**src/rtl/led_frame_feeder.sv**
```systemverilog
// Brightness-word FIFO feeding an LED PWM controller: one word is popped per frame,
// with a registered frame-start pulse and a sticky underflow flag.
module led_frame_feeder #(
    parameter int unsigned DATA_WIDTH   = 12,
    parameter int unsigned FRAME_CYCLES = 4096,
    parameter int unsigned FIFO_DEPTH   = 4
) (
    input  logic                          clk,
    input  logic                          globalReset_n,
    input  logic [DATA_WIDTH-1:0]         inData,
    input  logic                          inValid,
    output logic                          inReady,
    output logic [DATA_WIDTH-1:0]         LEDFrameData,
    output logic                          frameReset,
    output logic [$clog2(FIFO_DEPTH):0]   fifoLevel,
    output logic                          underflow
);

    localparam int unsigned CNT_W = (FRAME_CYCLES > 1) ? $clog2(FRAME_CYCLES) : 1;
    localparam int unsigned PTR_W = (FIFO_DEPTH > 1) ? $clog2(FIFO_DEPTH) : 1;
    localparam int unsigned LVL_W = $clog2(FIFO_DEPTH) + 1;
    localparam logic [CNT_W-1:0] CNT_LAST = CNT_W'(FRAME_CYCLES - 1);
    localparam logic [LVL_W-1:0] LVL_FULL = LVL_W'(FIFO_DEPTH);

    logic [DATA_WIDTH-1:0] mem [FIFO_DEPTH];
    logic [CNT_W-1:0]      frame_cnt;
    logic [PTR_W-1:0]      wr_ptr;
    logic [PTR_W-1:0]      rd_ptr;
    logic [LVL_W-1:0]      level_next;
    logic                  boundary;
    logic                  push;
    logic                  pop;

    always_comb begin
        boundary   = (frame_cnt == CNT_LAST);
        push       = inValid && inReady;
        pop        = boundary && (fifoLevel != '0);
        level_next = fifoLevel;
        if (push && !pop)
            level_next = fifoLevel + LVL_W'(1);
        else if (pop && !push)
            level_next = fifoLevel - LVL_W'(1);
    end

    // Storage is not reset; only pointers and level define what is valid.
    always_ff @(posedge clk) begin
        if (push)
            mem[wr_ptr] <= inData;
    end

    // inReady is registered from the next level, so it never depends on inValid
    // and is held low while reset is applied.
    always_ff @(posedge clk) begin
        if (!globalReset_n) begin
            frame_cnt    <= CNT_LAST;
            wr_ptr       <= '0;
            rd_ptr       <= '0;
            fifoLevel    <= '0;
            LEDFrameData <= '0;
            underflow    <= 1'b0;
            frameReset   <= 1'b1;
            inReady      <= 1'b0;
        end else begin
            frame_cnt  <= boundary ? '0 : frame_cnt + CNT_W'(1);
            frameReset <= boundary;
            if (push)
                wr_ptr <= wr_ptr + PTR_W'(1);
            if (pop) begin
                LEDFrameData <= mem[rd_ptr];
                rd_ptr       <= rd_ptr + PTR_W'(1);
            end
            if (boundary && fifoLevel == '0)
                underflow <= 1'b1;
            fifoLevel <= level_next;
            inReady   <= (level_next < LVL_FULL);
        end
    end

endmodule
```
**config.mk**
```make
export PLATFORM = sky130hd
export DESIGN_NAME = led_frame_feeder
export DESIGN_NICKNAME = d
export VERILOG_FILES = /design/src/rtl/led_frame_feeder.sv
export SDC_FILE = /design/constraint.sdc
export NUM_CORES = 1
export LEC_CHECK = 0
export BUFFER_PORTS_ARGS = -buffer_cell sky130_fd_sc_hd__buf_2
export CORE_UTILIZATION = 35
export CTS_CLUSTER_DIAMETER = 30
export DETAILED_ROUTE_END_ITERATION = 10
export MAX_ROUTING_LAYER = met4
export PLACE_DENSITY = 0.57
export SLEW_MARGIN = 20
export SYNTH_ARGS = -nofsm -noshare
export SYNTH_HDL_FRONTEND = slang
export SYNTH_SLANG_ARGS = --single-unit
```
**constraint.sdc**
```tcl
create_clock -name clk -period 2.7 [get_ports clk]
set_clock_uncertainty 0.15 [all_clocks]
set_input_delay 0.405 -clock clk [delete_from_list [all_inputs] [get_ports clk]]
set_output_delay 0.405 -clock clk [all_outputs]
set_load 0.05 [all_outputs]
```
==> impl_summary.md, run 1 <==
Run status
The run finished with clean final reports.

Synth
Synthesis instantiated 37 different standard cells from the library. The synthesized instance count is 243. The synthesized area divided by synthesized cell count is 13.5 µm². The top cell type by total area after synthesis is sky130_fd_sc_hd__edfxtp_1. The share of synthesized area in the top cell type comes to 44.0%.

In this run, synthesis produced a sequential element count of 82. When the netlist entered floorplanning its net count stood at 268. By area the synthesized netlist is led by sky130_fd_sc_hd__edfxtp_1, sky130_fd_sc_hd__dfxtp_1, sky130_fd_sc_hd__mux4_2. After synthesis the cells add up to 0.00328 mm².

The sequential share of the synthesized area is 64.7%. During synthesis, Yosys emitted a total of 0 warnings.

Timing
After routing, the total negative slack on setup checks comes to 0 ns. Setup violations remaining at the end of the flow were counted as 0. For the pin with the worst max-slew slack, the measured transition is 0.759 ns.

The clock period could shrink to 2.11 ns. The relative max-transition margin is 48.9%. Setup repair after global routing left no endpoint under its margin.

The final count of pins violating max slew is 0. The part of the cycle the worst path needs is 78.0%. The highest clock frequency the design can meet is 475 MHz. The number of endpoints with negative hold slack in the final report is 0.

CTS
The tree is rooted in a sky130_fd_sc_hd__clkbuf_8. After clock tree synthesis, the clock-pin slew on the worst setup and hold paths is 0.10 ns. Buffers inserted during clock tree synthesis total 9. The number of setup buffers added after CTS is 0. The clock sink count is 82. At the later pin of the worst-skew pair, clock insertion delay measures 0.36 ns.

The number of buffers inserted by hold repair at cts is 0. The worst-case clock buffer depth is 2. The H-tree depth is 3. After clock tree synthesis, the repair step resized 0 gates.

The CTS tree is yes.

Power and ir drop
The clock network accounts for 28.5% of the total power. The worst IR drop on VDD is 0.000293 V. Summed over all cells, the static leakage comes to 1.38 nW.

The total chip power is 3.12 mW. The net switching component of the power is 1.06 mW. In this run switching power makes up 33.9% of total power. Of the total power, registers draw 49.1%. The power per cell area is 828 mW/mm².

Combinational cells account for 22.4% of the total power. Cell internal power was estimated by the tool at 2.06 mW.

Placement
The port buffer count is 32. The weighted congestion reported at the end of routability-driven placement is 0.773. The HPWL reported at the end of detailed placement is 3940 µm.

Floorplanning
33 I/O pins were placed. The number of core rows is 34. The die width is 98.8 µm.

The starting utilization of the core area is 36.9%. The die covers 0.00976 mm². The overall die height is 98.8 µm. The placeable core region is 0.00889 mm².

Layout
In the final layout, the multi-input gates occupy 0.00106 mm². The library cells used most frequently in the layout, excluding fill and tap cells, are sky130_fd_sc_hd__edfxtp_1, sky130_fd_sc_hd__dfxtp_1, sky130_fd_sc_hd__buf_2. The repair_antennas step left the layout with diodes totalling 0. The area growth from synthesis to layout is 14.9%. The sequential cells in the finished layout cover a total of 0.00212 mm². The fraction of final layout cells with drive strength greater than 1 is 24.6%. The most common cell after layout, fill and taps aside is sky130_fd_sc_hd__edfxtp_1. For this run, the post-layout net count is 305.

The layout filler cell count is 817.

Job
The max-capacitance violation count is 0.

Route
The routed wire length per instance is 15.3 µm. The number of iterations in the first detailed-routing pass is 4. Across all layers, the routed design uses 1988 vias.

The remaining design rule violation count is 0. After detailed routing, the number of vias per cell comes to 5.06. The DRC marker count from the first detailed-route iteration is 82.

The total routed wirelength is 6000 µm. The count of nets left with antenna violations once routing finished came out at 0.

Setup path
The arrival time of the worst setup path is 2.22 ns. The cell with the largest stage delay on the worst path is sky130_fd_sc_hd__dfxtp_2. Together, buffers and inverters on the worst path number 1.

The critical path goes through inv_1, ha_1, nor2b_1, nor2_1, nand2_1, ha_1, and3b_1, a21oi_1, nor2_1, o211a_1. The number of cells on the critical path is 10. The type of element capturing the critical path is a flip-flop.

The cell class contributing the biggest share of worst-path delay is simple AND/OR/NAND/NOR gates. The required arrival time at the worst endpoint is 2.81 ns. In this design, the stage delay of the slowest critical-path cell is 0.34 ns. The number of cells on the worst reg-to-reg path is 10. The kind of start point of the critical path is a flip-flop.

The setup path with the least slack is of type flip-flop to flip-flop. The maximum fanout encountered on the critical timing path is 7.

GRT
The first-pass GRT wire length is 9960 µm. The maximum number of pins on one net before global-route repair is 19. In the global route stage, overall resource usage came out at 14.1%. The initial antenna violation count is 0. The via count of the first global-routing pass was 1957. After global routing the overflow that remains totals 0.

Worst hold path
Counting instances, the worst hold path has a depth of 1. The worst min-delay path class is primary input to flip-flop.
[worst register-to-register path, delay by kind of cell (launching register included)]
family | cells | cell delay (ns)
flip-flops | 1 | 0.34
buffers and inverters | 1 | 0.09
AND/OR/NAND/NOR | 5 | 0.64
adder cells (fa/ha/maj) | 2 | 0.40
AO/OA/AOI/OAI | 2 | 0.38
[power groups by stage]
stage | clock network [mW] | logic (mW) | registers (mW)
after floorplan | 0 | 0.459 | 1.62
after global placement | 0 | 0.692 | 1.56
after detailed placement | 0 | 0.700 | 1.56
after CTS | 0.924 | 0.702 | 1.53
after global routing | 0.968 | 0.784 | 1.55
final | 0.889 | 0.698 | 1.53
[routing by layer]
layer  global-route usage (%)  up-vias  wire (µm)
li1                         -      985          -
met1                     17.9      963       2920
met2                     20.6       26       2730
met3                     3.19       14        186
met4                     8.27        0        158
met5                        -        -          0
[cells in the mapped netlist]
master / instances
sky130_fd_sc_hd__edfxtp_1: 48
sky130_fd_sc_hd__dfxtp_1: 34
sky130_fd_sc_hd__o21ai_0: 20
sky130_fd_sc_hd__a21oi_1: 18
sky130_fd_sc_hd__nand3_1: 17
sky130_fd_sc_hd__mux4_2: 12
sky130_fd_sc_hd__inv_1: 11
sky130_fd_sc_hd__nand2_1: 11
sky130_fd_sc_hd__ha_1: 10
sky130_fd_sc_hd__and3_1: 5
sky130_fd_sc_hd__buf_2: 5
sky130_fd_sc_hd__clkbuf_1: 5
sky130_fd_sc_hd__nor2_1: 5
sky130_fd_sc_hd__xor2_1: 5
sky130_fd_sc_hd__nand4_1: 4
sky130_fd_sc_hd__xnor2_1: 4
sky130_fd_sc_hd__and2_1: 3
sky130_fd_sc_hd__or3_1: 3
sky130_fd_sc_hd__a211oi_1: 2
sky130_fd_sc_hd__and4_1: 2
sky130_fd_sc_hd__nor2b_1: 2
sky130_fd_sc_hd__o21ai_1: 2
sky130_fd_sc_hd__a21boi_0: 1
sky130_fd_sc_hd__a311oi_1: 1
sky130_fd_sc_hd__a31oi_1: 1
sky130_fd_sc_hd__a41oi_1: 1
sky130_fd_sc_hd__and3b_1: 1
sky130_fd_sc_hd__buf_1: 1
sky130_fd_sc_hd__clkinv_1: 1
sky130_fd_sc_hd__nand4_2: 1
sky130_fd_sc_hd__nor3_1: 1
sky130_fd_sc_hd__nor3_2: 1
sky130_fd_sc_hd__nor4_1: 1
sky130_fd_sc_hd__o211a_1: 1
sky130_fd_sc_hd__o21a_1: 1
sky130_fd_sc_hd__o311ai_0: 1
sky130_fd_sc_hd__or2_2: 1
[sequential cells by signal (all words and copies together) (netlist names), named ones only]
name,flops
rd_ptr,2
frame_cnt,12
mem,48
LEDFrameData,12
fifoLevel,2
underflow,1
frameReset,1
inReady,1
wr_ptr,2
[final cells by class]
| cell class | count | share of cell area (%) |
|---|---|---|
| Multi-Input combinational cell | 138 | 28.3 |
| Clock inverter | 7 | 2.03 |
| Clock buffer | 9 | 3.29 |
| Timing Repair Buffer | 37 | 5.25 |
| Sequential cell | 82 | 56.4 |
| Inverter | 12 | 1.20 |
| Tap cell | 108 | 3.59 |
[kinds of logic after synthesis]
family,Yosys count,share of synthesized area (%)
compound gates,49,8.32
xor+xnor,9,2.40
fa+ha+maj,10,3.82
buf+inv,23,2.82
flops,82,64.7
mux,12,8.24
simple gates,58,9.69
[through the flow]
step                setup slack (ns)  hold WS [ns]  util (%)  cells  area (µm²)
floorplan                      0.117         0.297         -    243        3280
global placement               0.666         0.310      40.1    377        3570
detailed placement             0.610         0.316      40.1    377        3570
CTS                            0.584        0.0778      42.4    393        3770
global route                   0.368        0.0879      42.4    393        3770
finish                         0.594         0.100      42.4    393        3770
[path summary, 6_finish.rpt]
path                                       from         endpoint  slack (ns)
worst max register to register     fifoLevel[1]        flip-flop        0.59
worst max-delay path               fifoLevel[1]        flip-flop        0.59
worst min-delay path                 inData[11]       mem[2][11]        0.10
worst min register to register  LEDFrameData[3]  LEDFrameData[3]        0.32
No activity file was read; power rests on OpenSTA's default activity.
==> inputs of run 2 (changes only) <==
- ABC_AREA: not set -> 1
- PLACE_DENSITY: 0.57 -> 0.59
- clock period: 2.7 -> 1.7 ns (I/O delays scaled with it)
==> impl_summary.md, run 2 <==
GRT
The sum of overflow across all layers after global routing is 0. The first-pass GRT wire length is 11400 µm. The via count of the first global-routing pass is 2423. The initial antenna violation count is 0. The maximum number of pins on one net before global-route repair is 26. The combined global-route utilization of all metal layers is 15.4%.

Layout
The storage element area is 0.00214 mm². The library cell used most frequently in the layout, excluding fill and tap cells, is sky130_fd_sc_hd__nor2_1. The fraction of final layout cells with drive strength greater than 1 is 22.2%. The net total in the final layout is 457. Compared with the post-synthesis result, the final layout area differs by 26.2%. The largest registers in the layout are mem (48), LEDFrameData (12), frame_cnt (12). The number of flip-flops in the largest register is 48. Leaving out fill and tap cells, the most frequent cells in the layout are sky130_fd_sc_hd__nor2_1, sky130_fd_sc_hd__nand2_1, sky130_fd_sc_hd__edfxtp_1. The post-route cell area is 0.00437 mm². The layout filler cell count is 886. The multi-input combinational cells in the finished layout cover a total of 0.00124 mm².

The number of antenna diodes in the final layout is 0. More flip-flops sit in one register than any other, and that register is mem.

Floorplanning
The starting utilization of the core area is 36.8%. The number of placed I/O pins is 33. From left edge to right edge, the die measures 101 µm. The core region is 0.00942 mm². The number of core rows is 35. The area of the die is 0.0103 mm². The overall die height is 101 µm.

Setup path
In this run the worst path has a maximum fanout of 4. STA classifies the critical path startpoint as a flip-flop. The worst register-to-register path ends at fifoLevel[0].

The worst reg-to-reg path cell count is 9. The type of element capturing the critical path is a flip-flop. The kind of critical path is flip-flop to flip-flop. At the worst endpoint, the arrival time is 1.77 ns.

The flop-to-flop setup slack is 0.02 ns. At the worst endpoint, the required time is 1.79 ns. The startpoint identified for the worst register-to-register timing path is fifoLevel[0].

Route
For this block, the routed nets add up to 6880 µm of wire. For this block, the initial DRC count from the detailed router was 58. The number of nets with antenna violations after routing is 0. The remaining design rule violation count is 0. The first detailed-routing pass ran for 4 iterations.

The detail-routed via count per cell is 4.49. The routed layout has 2543 vias. After detailed routing, the average wire length per cell comes to 12.2 µm.

Synth
The number of flops mapped to enable cells by yosys is 48. Ranked by total cell area, the synthesized netlist is headed by sky130_fd_sc_hd__edfxtp_1, sky130_fd_sc_hd__dfxtp_1, sky130_fd_sc_hd__nor2_1. The register bit total from synthesis is 82. The portion of synthesized cell area occupied by the leading cell type is 41.6%.

The top cell type by total area after synthesis is sky130_fd_sc_hd__edfxtp_1. The post-synthesis cell type count is 24. The most common flop cell mapped by yosys is sky130_fd_sc_hd__edfxtp_1.

The most numerous cell in the Yosys netlist is sky130_fd_sc_hd__nor2_1. The synthesized area divided by synthesized cell count is 9.39 µm². The cell area that synthesis handed to floorplanning was 0.00346 mm². In the synthesized netlist, the cells that appear most often are sky130_fd_sc_hd__nor2_1, sky130_fd_sc_hd__nand2_1, sky130_fd_sc_hd__edfxtp_1. The Yosys step of the flow raised 0 warnings. The sequential share of the synthesized area is 61.3%. The total nets after synthesis is 394. Counting flops with an async set or reset pin after synthesis yields a share of 0%. The synthesized instance count is 369.

CTS
The clock passes through at most 2 buffers. The number of CTS-inserted buffers is 9. The clock sink count is 82. CTS placed an instance of sky130_fd_sc_hd__clkbuf_8 at the clock tree root.

The latest clock arrival within the worst-skew pair is 0.36 ns. The H-tree depth is 3. The CTS clock-pin slew for the worst setup and hold paths is 0.08 ns.

TritonCTS built the clock tree.

Placement
The worst-case setup slack after placement is 0.00209 ns. Routability-driven placement finished with a final weighted congestion of 0.803. During placement, the flow inserted port buffers numbering 32.

The standard cell area after detailed placement is 0.00401 mm². The HPWL reported at the end of detailed placement is 4490 µm.

Power and ir drop
Power spread over the standard cell area amounts to 1420 mW/mm². The analysis attributes to cell leakage a power of 1.91 nW. The worst IR drop on VDD is 0.000537 V. The total chip power is 6.21 mW.

Timing
The setup TNS is 0 ns. The actual slew at the worst max-slew pin is 0.665 ns. The setup violation total in the final timing report is 0.

Setup repair after global routing could not meet its margin everywhere. The worst path uses 98.7% of the clock period. In the post-route analysis, the smallest setup slack over all paths is 0.0213 ns.

The worst path needs 1.68 ns of the cycle, external delays included. The worst pin sits at a relative slew slack of 55.6%. The final count of pins violating max slew is 0. The highest clock frequency the design can meet is 596 MHz. The number of endpoints with negative hold slack in the final report is 0.

Worst hold path
The worst hold path begins at globalReset_n. The worst min-delay path class is primary input to flip-flop. The instance count along the most critical hold path is 2. The endpoint of the worst hold-timing path is frame_cnt[11].

Job
Across the run, the number of max-cap violations was 0.

Run status
The flow ran to the end, and the final reports show no timing, DRC or antenna violations.
-- run 2: worst max-delay path by stage --
stage / to / cells past startpoint / from / slack (ns)
2_1_floorplan: inReady / 9 / frame_cnt[1] / -0.12
3_3_place_gp: flip-flop / 9 / frame_cnt[1] / 0.05
3_5_place_dp: inReady / 8 / frame_cnt[1] / 0.002
4_1_cts: inReady / 9 / fifoLevel[0] / 0.01
5_1_grt: fifoLevel[1] / 9 / frame_cnt[0] / -0.06
6_report: fifoLevel[0] / 9 / fifoLevel[0] / 0.02
-- run 2: cell families after synthesis --
group | share of synthesized area [%]
AO/OA/AOI/OAI | 6.61
flip-flops | 61.3
AND/OR/NAND/NOR | 21.1
adder cells (fa/ha/maj) | 3.61
XOR/XNOR | 1.26
buffers and inverters | 6.14
-- run 2: timing repair --
| action | CTS | global route |
|---|---|---|
| pin swaps | 1 | 4 |
| buffers inserted | 1 | 3 |
| setup endpoints to repair | 2 | 8 |
| hold endpoints to repair | 48 | 0 |
| hold buffers | 12 | 0 |
| gates resized for setup | 0 | 5 |
-- run 2: report_power, final --
part           switching, mW  leakage (nW)  internal [mW]
Combinational           1.46          1.10          0.785
Clock                  0.719        0.0981          0.693
Sequential             0.161         0.716           2.40
-- run 2: critical path, cell delays in order (launching register included) --
cell	delay, ns
sky130_fd_sc_hd__dfxtp_4	0.36
sky130_fd_sc_hd__inv_4	0.08
sky130_fd_sc_hd__ha_4	0.14
sky130_fd_sc_hd__nand2_4	0.05
sky130_fd_sc_hd__nand4_4	0.13
sky130_fd_sc_hd__inv_2	0.06
sky130_fd_sc_hd__ha_4	0.16
sky130_fd_sc_hd__or2_4	0.25
sky130_fd_sc_hd__a21oi_2	0.14
sky130_fd_sc_hd__a211oi_2	0.04
-- run 2: through the flow --
stage	utilization, %	hold WS [ns]	cells
after global routing	46.4	0.165	566
final	46.4	0.143	566
after detailed placement	42.6	0.323	534
after global placement	42.6	0.320	534
after CTS	46.0	0.140	563
after floorplan	-	0.204	369
-- run 2: layer usage --
layer	routed length [µm]	vias up	track usage [%]
met4	150	0	8.70
met1	3160	1190	17.5
met3	164	12	2.69
li1	-	1308	-
met5	0	-	-
met2	3410	33	25.6
-- run 2: area by class of cell --
class                           count  area share (%)
Clock buffer                       11            3.01
Clock inverter                      5            1.49
Inverter                           40            3.49
Multi-Input combinational cell    235            28.4
Sequential cell                    82            48.9
Tap cell                          129            3.69
Timing Repair Buffer               64            11.0
